<file path="src/rtl/nrisc_interrupt_ctrl_pkg.sv">
// Shared defaults, FSM state type and vector helper for the NRISC interrupt controller.
package nrisc_interrupt_ctrl_pkg;

  localparam int unsigned DEF_N_IRQ     = 8;
  localparam logic [7:0]  IRQ_VEC_BASE  = 8'h02;
  localparam int unsigned IRQ_VEC_SHIFT = 2;

  typedef enum logic [1:0] {
    IRQ_IDLE   = 2'd0,
    IRQ_ARM    = 2'd1,
    IRQ_ACTIVE = 2'd2
  } irq_state_t;

  // Vector address wraps modulo 256.
  function automatic logic [7:0] irq_vector(input logic [7:0] base,
                                            input int unsigned shift,
                                            input logic [2:0] idx);
    return base + (8'(idx) << shift);
  endfunction

endpackage

</file>
<file path="src/rtl/nrisc_irq_prio_enc.sv">
// Combinational priority encoder: lowest set request index wins.
module nrisc_irq_prio_enc
  import nrisc_interrupt_ctrl_pkg::*;
#(
  parameter int unsigned N_IRQ = DEF_N_IRQ
) (
  input  logic [N_IRQ-1:0] req,
  output logic [2:0]       idx,
  output logic             valid
);

  // Scan from the top down so the lowest asserted index is written last.
  always_comb begin
    idx = '0;
    for (int unsigned i = N_IRQ; i > 0; i--) begin
      if ((req & ((N_IRQ)'(1) << (i - 1))) != '0) idx = 3'(i - 1);
    end
  end

  assign valid = |req;

endmodule

</file>
<file path="src/rtl/nrisc_interrupt_ctrl.sv">
// NRISC interrupt controller: edge-latched pending, mask, priority, one vectored request at a time.
// Optional input synchroniser enabled by defining NRISC_IRQ_SYNC_EN.
module nrisc_interrupt_ctrl
  import nrisc_interrupt_ctrl_pkg::*;
#(
  parameter int unsigned N_IRQ     = DEF_N_IRQ,
  parameter logic [7:0]  VEC_BASE  = IRQ_VEC_BASE,
  parameter int unsigned VEC_SHIFT = IRQ_VEC_SHIFT
) (
  input  logic             clk,
  input  logic             rst,
  input  logic [N_IRQ-1:0] IRQ_in,
  input  logic             CORE_INT_en,
  input  logic             CORE_MASK_we,
  input  logic [N_IRQ-1:0] CORE_MASK_data,
  input  logic             CORE_RETI,
  input  logic [1:0]       CORE_PC_ctrl,
  input  logic [1:0]       CORE_STACK_ctrl,
  output logic             INTERRUPT_flag,
  output logic [7:0]       INTERRUPT_ch,
  output logic             INT_active,
  output logic [N_IRQ-1:0] INT_pending
);

  irq_state_t       state, state_nx;
  logic [N_IRQ-1:0] irq_s, prev, rise, pending, mask, cand, clr;
  logic [2:0]       idx;
  logic             valid, take, quiet;

`ifdef NRISC_IRQ_SYNC_EN
  logic [N_IRQ-1:0] sync_q1, sync_q2;

  always_ff @(posedge clk or posedge rst) begin
    if (rst) begin
      sync_q1 <= '0;
      sync_q2 <= '0;
    end else begin
      sync_q1 <= IRQ_in;
      sync_q2 <= sync_q1;
    end
  end

  assign irq_s = sync_q2;
`else
  assign irq_s = IRQ_in;
`endif

  assign rise  = irq_s & ~prev;
  assign cand  = pending & mask;
  assign quiet = (CORE_PC_ctrl == 2'b00) && (CORE_STACK_ctrl == 2'b00);
  assign take  = (state == IRQ_IDLE) && CORE_INT_en && valid;
  assign clr   = take ? ((N_IRQ)'(1) << idx) : '0;

  nrisc_irq_prio_enc #(.N_IRQ(N_IRQ)) u_prio (
    .req   (cand),
    .idx   (idx),
    .valid (valid)
  );

  // A new edge on the line being selected wins over the clear.
  always_ff @(posedge clk or posedge rst) begin
    if (rst) begin
      prev         <= '0;
      pending      <= '0;
      mask         <= '0;
      INTERRUPT_ch <= '0;
    end else begin
      prev    <= irq_s;
      pending <= (pending & ~clr) | rise;
      if (CORE_MASK_we) mask <= CORE_MASK_data;
      if (take) INTERRUPT_ch <= irq_vector(VEC_BASE, VEC_SHIFT, idx);
    end
  end

  always_ff @(posedge clk or posedge rst) begin
    if (rst) state <= IRQ_IDLE;
    else     state <= state_nx;
  end

  always_comb begin
    state_nx = state;
    unique case (state)
      IRQ_IDLE:   if (take)      state_nx = IRQ_ARM;
      IRQ_ARM:    if (quiet)     state_nx = IRQ_ACTIVE;
      IRQ_ACTIVE: if (CORE_RETI) state_nx = IRQ_IDLE;
      default:                   state_nx = IRQ_IDLE;
    endcase
  end

  always_comb begin
    INTERRUPT_flag = (state == IRQ_ARM) && quiet;
    INT_active     = (state == IRQ_ACTIVE);
  end

  assign INT_pending = pending;

endmodule

</file>
<file path="config.mk">
export PLATFORM = sky130hd
export DESIGN_NAME = nrisc_interrupt_ctrl
export DESIGN_NICKNAME = d
export VERILOG_FILES = /design/src/rtl/nrisc_interrupt_ctrl_pkg.sv /design/src/rtl/nrisc_irq_prio_enc.sv /design/src/rtl/nrisc_interrupt_ctrl.sv
export SDC_FILE = /design/constraint.sdc
export NUM_CORES = 1
export LEC_CHECK = 0
export ABC_AREA = 1
export ABC_CLOCK_PERIOD_IN_PS = 1500
export BUFFER_PORTS_ARGS = -buffer_cell sky130_fd_sc_hd__buf_4
export CORE_ASPECT_RATIO = 0.5
export CORE_MARGIN = 8
export CORE_UTILIZATION = 45
export DETAILED_ROUTE_END_ITERATION = 10
export PLACE_DENSITY = 0.81
export SLEW_MARGIN = 20
export SYNTH_ARGS = -nofsm -noshare
export SYNTH_HDL_FRONTEND = slang
export SYNTH_SLANG_ARGS = --single-unit
</file>
<file path="constraint.sdc">
create_clock -name clk -period 1.5 [get_ports clk]
set_clock_uncertainty 0.2 [all_clocks]
set_input_delay 0.075 -clock clk [delete_from_list [all_inputs] [get_ports clk]]
set_output_delay 0.075 -clock clk [all_outputs]
set_load 0.01 [all_outputs]
</file>
Word-level counts from Yosys, hierarchy flattened
Index checks and enable logic that the tools add are counted.
{"block": "classes", "shift": 1, "n_mul": 0, "n_bitwise": 6, "div_mod_pow": 0, "n_reduce_logical": 9, "n_lt_le_gt_ge": 0, "mux": 13, "n_eq_ne": 5, "add_sub_neg": 1}
{"op": "$and A8 B8 Y8", "n": 3}
{"op": "$mux W3", "n": 8}
{"op": "$not A8 Y8", "n": 2}
{"op": "$mux W8", "n": 1}
{"op": "$or A8 B8 Y8", "n": 1}
{"op": "$reduce_or A8 Y1", "n": 1}
{"op": "$shl A1 B3 Y8 const A", "n": 1}
{"op": "$add A2 B5 Y6 const A", "n": 1}
{"op": "$logic_not A2 Y1", "n": 3}
{"op": "$mux W2", "n": 3}
{"op": "$ne A2 B2 Y1 const B", "n": 3}
{"op": "$pmux W2 S3", "n": 1}
{"op": "$logic_and A1 B1 Y1", "n": 4}
{"op": "$reduce_and A3 Y1", "n": 1}
{"op": "$eq A2 B1 Y1 const B", "n": 1}
{"op": "$eq A2 B2 Y1 const B", "n": 1}
{"block": "totals", "in_bits": 25, "n_memories": 0, "ramBits": 0, "romBits": 0, "latchBits": 0, "ff_bits": 34}

Logic depth before layout (Yosys ltp)
{"block": "depth", "depth_word": 14, "ltp_mapped": 12, "depth_no_buf": 12}

Cells and area by module
A second synthesis with hierarchy kept.
{"block": "unflattened", "cells_unflattened": 162, "area_unflattened_um2": 1373.8}
{"module": "nrisc_interrupt_ctrl", "area_each_um2": 1275.0, "seq_area_each_um2": 750.7, "cells_each": 140, "n_inst": 1}
{"module": "nrisc_irq_prio_enc", "area_each_um2": 98.8, "seq_area_each_um2": 0.0, "cells_each": 22, "n_inst": 1}

Worst setup path before layout
Ideal clock, no wire load.
{"block": "synth_path", "path_type": "reg2reg", "start": "register pending[0], in the netlist INT_pending[0]", "end": "register pending[7], in the netlist INT_pending[7]", "synth_period_minus_slack_ns": 1.410, "setup_time_ns": 0.117, "path_stages_with_launch": 9, "setup_slack_ns": 0.090, "t_arrival_ns": 1.093, "required_time_ns": 1.183, "path_buffers": 0, "path_cell_list": "dfrtp_1 -> nand2_4 -> nand2_4 -> nor2_8 -> nand3b_4 -> inv_2 -> nand4_1 -> nand2_1 -> nand2_1"}
{"block": "synth_between", "elab_chain_cells": 7}
{"element": "start, declared", "line": "nrisc_interrupt_ctrl.sv:26", "source": "logic [N_IRQ-1:0] irq_s, prev, rise, pending, mask, cand, clr;"}
{"element": "start signal, assigned", "line": "nrisc_interrupt_ctrl.sv:69", "source": "pending <= (pending & ~clr) | rise;"}
{"element": "$and A8 B8 Y8 *", "line": "nrisc_interrupt_ctrl.sv:49", "source": "assign cand = pending & mask;"}
{"element": "$reduce_or A8 Y1 / $mux W3 (equally long branches)", "line": "nrisc_irq_prio_enc.sv:20, nrisc_irq_prio_enc.sv:16"}
{"element": "$logic_and A1 B1 Y1 / $shl A1 B3 Y8 (equally long branches)", "line": "nrisc_interrupt_ctrl.sv:51, nrisc_interrupt_ctrl.sv:52"}
{"element": "$mux W8 *", "line": "nrisc_interrupt_ctrl.sv:52", "source": "assign clr = take ? ((N_IRQ)'(1) << idx) : '0;"}
{"element": "$not A8 Y8 *", "line": "nrisc_interrupt_ctrl.sv:69"}
{"element": "$and A8 B8 Y8 *", "line": "nrisc_interrupt_ctrl.sv:69"}
{"element": "$or A8 B8 Y8 *", "line": "nrisc_interrupt_ctrl.sv:69"}
Mark *: on every way between the ends. The rest lies on a longest branch, timed or not.
A chain may end at the register's enable or synchronous reset.

Worst setup path after layout
{"block": "layout_path", "start": "register pending[6], in the netlist INT_pending[6]", "end": "register pending[1], in the netlist INT_pending[1]"}
{"block": "layout_between", "elab_chain_cells": 13}
{"element": "$and A8 B8 Y8 *", "line": "nrisc_interrupt_ctrl.sv:49"}
{"element": "$mux W3 (7 in a row)", "line": "nrisc_irq_prio_enc.sv:16", "source": "if ((req & ((N_IRQ)'(1) << (i - 1))) != '0) idx = 3'(i - 1);"}
{"element": "$shl A1 B3 Y8", "line": "nrisc_interrupt_ctrl.sv:52"}
{"element": "$mux W8 *", "line": "nrisc_interrupt_ctrl.sv:52"}
{"element": "$not A8 Y8 *", "line": "nrisc_interrupt_ctrl.sv:69"}
{"element": "$and A8 B8 Y8 *", "line": "nrisc_interrupt_ctrl.sv:69"}
{"element": "$or A8 B8 Y8 *", "line": "nrisc_interrupt_ctrl.sv:69"}
Marked as above.

==> results.md <==
- Ant. Diodes: 0
- Clk pwr share: 0.231
- Hold Crit Start: CORE_STACK_ctrl[0]
- Initial antenna violation count: 0
- Sequential fraction of the synthesis area: 0.546
- Layout cell share with drive strength beyond 1: 0.443
- Placement Setup Slack: -21.6 ps
- Die height: ~55 um
- Post-synth EDFFs: 0
- DIE AREA: between 5000 and 6000 um^2
- WL/cell: around 17 um
- Total power: about 0.0026 W
- Setup TNS: -983 ps
- Leak pwr: between 1 and 1.5 nW
- Final worst slack: -171 ps
- Post-placement cell count: ~220
- Worst setup SP type: flip-flop
- Period utilization: 1.11
- Maximum clock path buffer count: 2
- Area leader, netlist: dfrtp_1
- Worst-Skew Late Latency: 280 ps
- Residual DRC: 0
- Core area: 2960 um^2
- Hold-fix buffer count after cts: 20
- Vias per cell: 5.00
- Total I/O pin count: between 40 and 50
- Total CTS buffers: 5
- Sink Count: 30
- Count of final setup violators: 9
- Commonest cells post-synth: nand2_1 (44), dfrtp_1 (30), inv_1 (14)
- Area occupied by multi-input gates: 581 um^2
- Final ANT Viol Nets: 0
- Synth-to-Final Area Change: 53.7%
- Post-route minimum period: approximately 1700 ps
- First-pass GRT wire length: 6260 um
- Largest net degree at the start of global routing: 31
- Post-Synth Simple-Gate Area: 0.290
- Top-count cell post-synth: nand2_1
- Synthesis-stage register bit count: 30
- Crit Path Category: flip-flop to flip-flop
- CP max FO: 4
- RSZ-0062 raised after global routing: yes
- Synth Area in Compound Gates: 0.0237
- CTS tree: done
- Internal power: 0.00170 W
- Clk slew on worst S/H paths: 60 ps
- Synthesized area per cell: between 10 and 15 um^2
- Top post-synthesis cells by area: dfrtp_1 (55%), nand2_1 (12%), mux2_2 (6.6%)
- Flop2flop setup slack: -170 ps
- Crit path from: INT_pending[6]$_DFF_PP0_
- Crit end category: flip-flop
- Cell area after synthesis: ~1400 um^2
- Peak supply drop: 0.577 mV
- Max-Cap Viols: 0
- Hold WC Path Type: input port to flip-flop
- Root buf cell: clkbuf_8
- Worst Hold End: state[1]$_DFFE_PP0P_
- Wirelength, routed: 4280 um
- Sw frac: 0.348
- Die width: 94.2 um
- Hold path cells: 3
- Combinational family with the most area after synthesis: simple AND/OR/NAND/NOR gates
- Pre-antenna DRT Iters: 4
- Worst reg2reg path depth: 11
- Initial core utilization: 0.464
- Post-Synth XOR/XNOR Area: 0
- Post-DP HPWL: 2430 um
- Reg-to-reg startpoint: INT_pending[6]$_DFF_PP0_
- Fillers: 193
- Multiplexer share of the synthesized area: 0.0655
- Final Max Slew Viols: 0
- Adder-Cell Fraction of Synth Area: 0
- Site Rows: 14
- Fmax: ~0.60 GHz
- Critical Path RT: 1470 ps
- GRT Overall Usage: 0.164
- Top FF cell, synth: dfrtp_1
- Via count: 1,260
- Grt ovf: 0
- Ys async rst share: 1.00
- Share of the synthesized area in the top cell type: 0.546
- FF+latch area: 752 um^2
- RD Place Congestion: 0.854
- Failing checks: negative hold slack, negative setup slack
- Port bufs: 38
- Layout Cells excl Fill: 252
- P_sw: 0.000907 W
- Reg-to-reg critical path endpoint: INT_pending[1]$_DFF_PP0_
- Status: finished, violations left
- Post-Route Hold Slack: -80.7 ps
- Vias in the first global route: 1,294
- H-Tree Depth: 2
- Final nets: 237
- Unique masters post-synth: 22
- Mapped Cells: 136
- Initial drt markers: 82
- Logic pwr share: 0.375
- PwrDens: 1230 nW/um^2
- Fin. Hold Viols: 2
- CP arrival: roughly 1600 ps
- Seq pwr share: 0.394
- Yosys warns: 0
[per-layer routing]
metal  vias up  global-route usage  wire length, um
met4         0               0.138              171
met5         -                   0                0
met2        65               0.277             2060
li1        572                   -                -
met3        18              0.0485              346
met1       605               0.177             1700
[worst max path at each step]
| stage | endpoint | slack [ps] |
|---|---|---|
| 2_1_floorplan | INT_pending[7]$_DFF_PP0_ | 90 |
| 3_3_place_gp | INT_pending[0]$_DFF_PP0_ | 7 |
| 3_5_place_dp | INT_pending[5]$_DFF_PP0_ | -20 |
| 4_1_cts | INT_pending[0]$_DFF_PP0_ | -30 |
| 5_1_grt | INT_pending[4]$_DFF_PP0_ | -240 |
| 6_report | INT_pending[1]$_DFF_PP0_ | -170 |
[power groups by stage]
stage	clock network [W]	registers, W	logic (W)
floorplan	0	0.00105	0.000427
global placement	0	0.00103	0.000696
detailed placement	0	0.00103	0.000721
CTS	0.000599	0.00101	0.000850
global route	0.000649	0.00104	0.00105
finish	0.000603	0.00103	0.000978
[worst max-delay path, stage by stage, from the launching register on]
cell and delay (ps):
dfrtp_1 410, nand2_2 110, nand2_2 60, nand2_1 70, nand2_1 70, nand2_1 60
nand2_1 60, nand2_2 130, buf_6 120, nand4_1 90, nand2_1 120, nand2_1 60
[flip-flops by register name, summed over array words and instances (netlist names)]
register	flops
INTERRUPT_ch	4
INT_pending	8
mask	8
prev	8
state	2
[stage by stage]
step | utilization | area, um^2
2_1_floorplan | - | 1390
4_1_cts | 0.693 | 2050
3_3_place_gp | 0.582 | 1720
6_report | 0.714 | 2110
3_5_place_dp | 0.582 | 1720
5_1_grt | 0.714 | 2110
[repair_timing]
| action | 4_1_cts | 5_1_grt |
|---|---|---|
| pin swaps | 2 | 12 |
| endpoints found under the hold margin | 56 | 1 |
| buffers inserted | 5 | 4 |
| gates cloned | 0 | 0 |
| setup endpoints to repair | 6 | 11 |
| resized for setup | 5 | 11 |
[cells by family (layout without fill, tap and decap cells)]
family | count (synthesis) | after routing
and+or+nand+nor | 71 | 71
other | 1 | 4
DFF | 30 | 30
AOI/OAI and AO/OA | 4 | 4
buffers and inverters | 22 | 95
muxes | 8 | 8
[area by class of cell]
type | instances | area share
flip-flops and latches | 30 | 0.356
repair buffers | 71 | 0.278
multi-input cells | 87 | 0.275
clock buffers | 7 | 0.0361
inverters | 17 | 0.0314
well taps | 40 | 0.0237
[placed cells by master (no fill, tap or decap), types with 2 or more instances in the layout]
cell type       n
nand3_2         5
clkbuf_1        2
conb_1          4
inv_2           3
clkbuf_8        5
inv_1          13
nand2_1        40
dfrtp_1        29
nor2_8          2
nor2_1          3
nand2_4         6
buf_6           2
dlygate4sd3_1  19
buf_4          50
mux2_2          8
nand4_1         4
nand2_2         6
No activity file was read; power rests on OpenSTA's default activity.
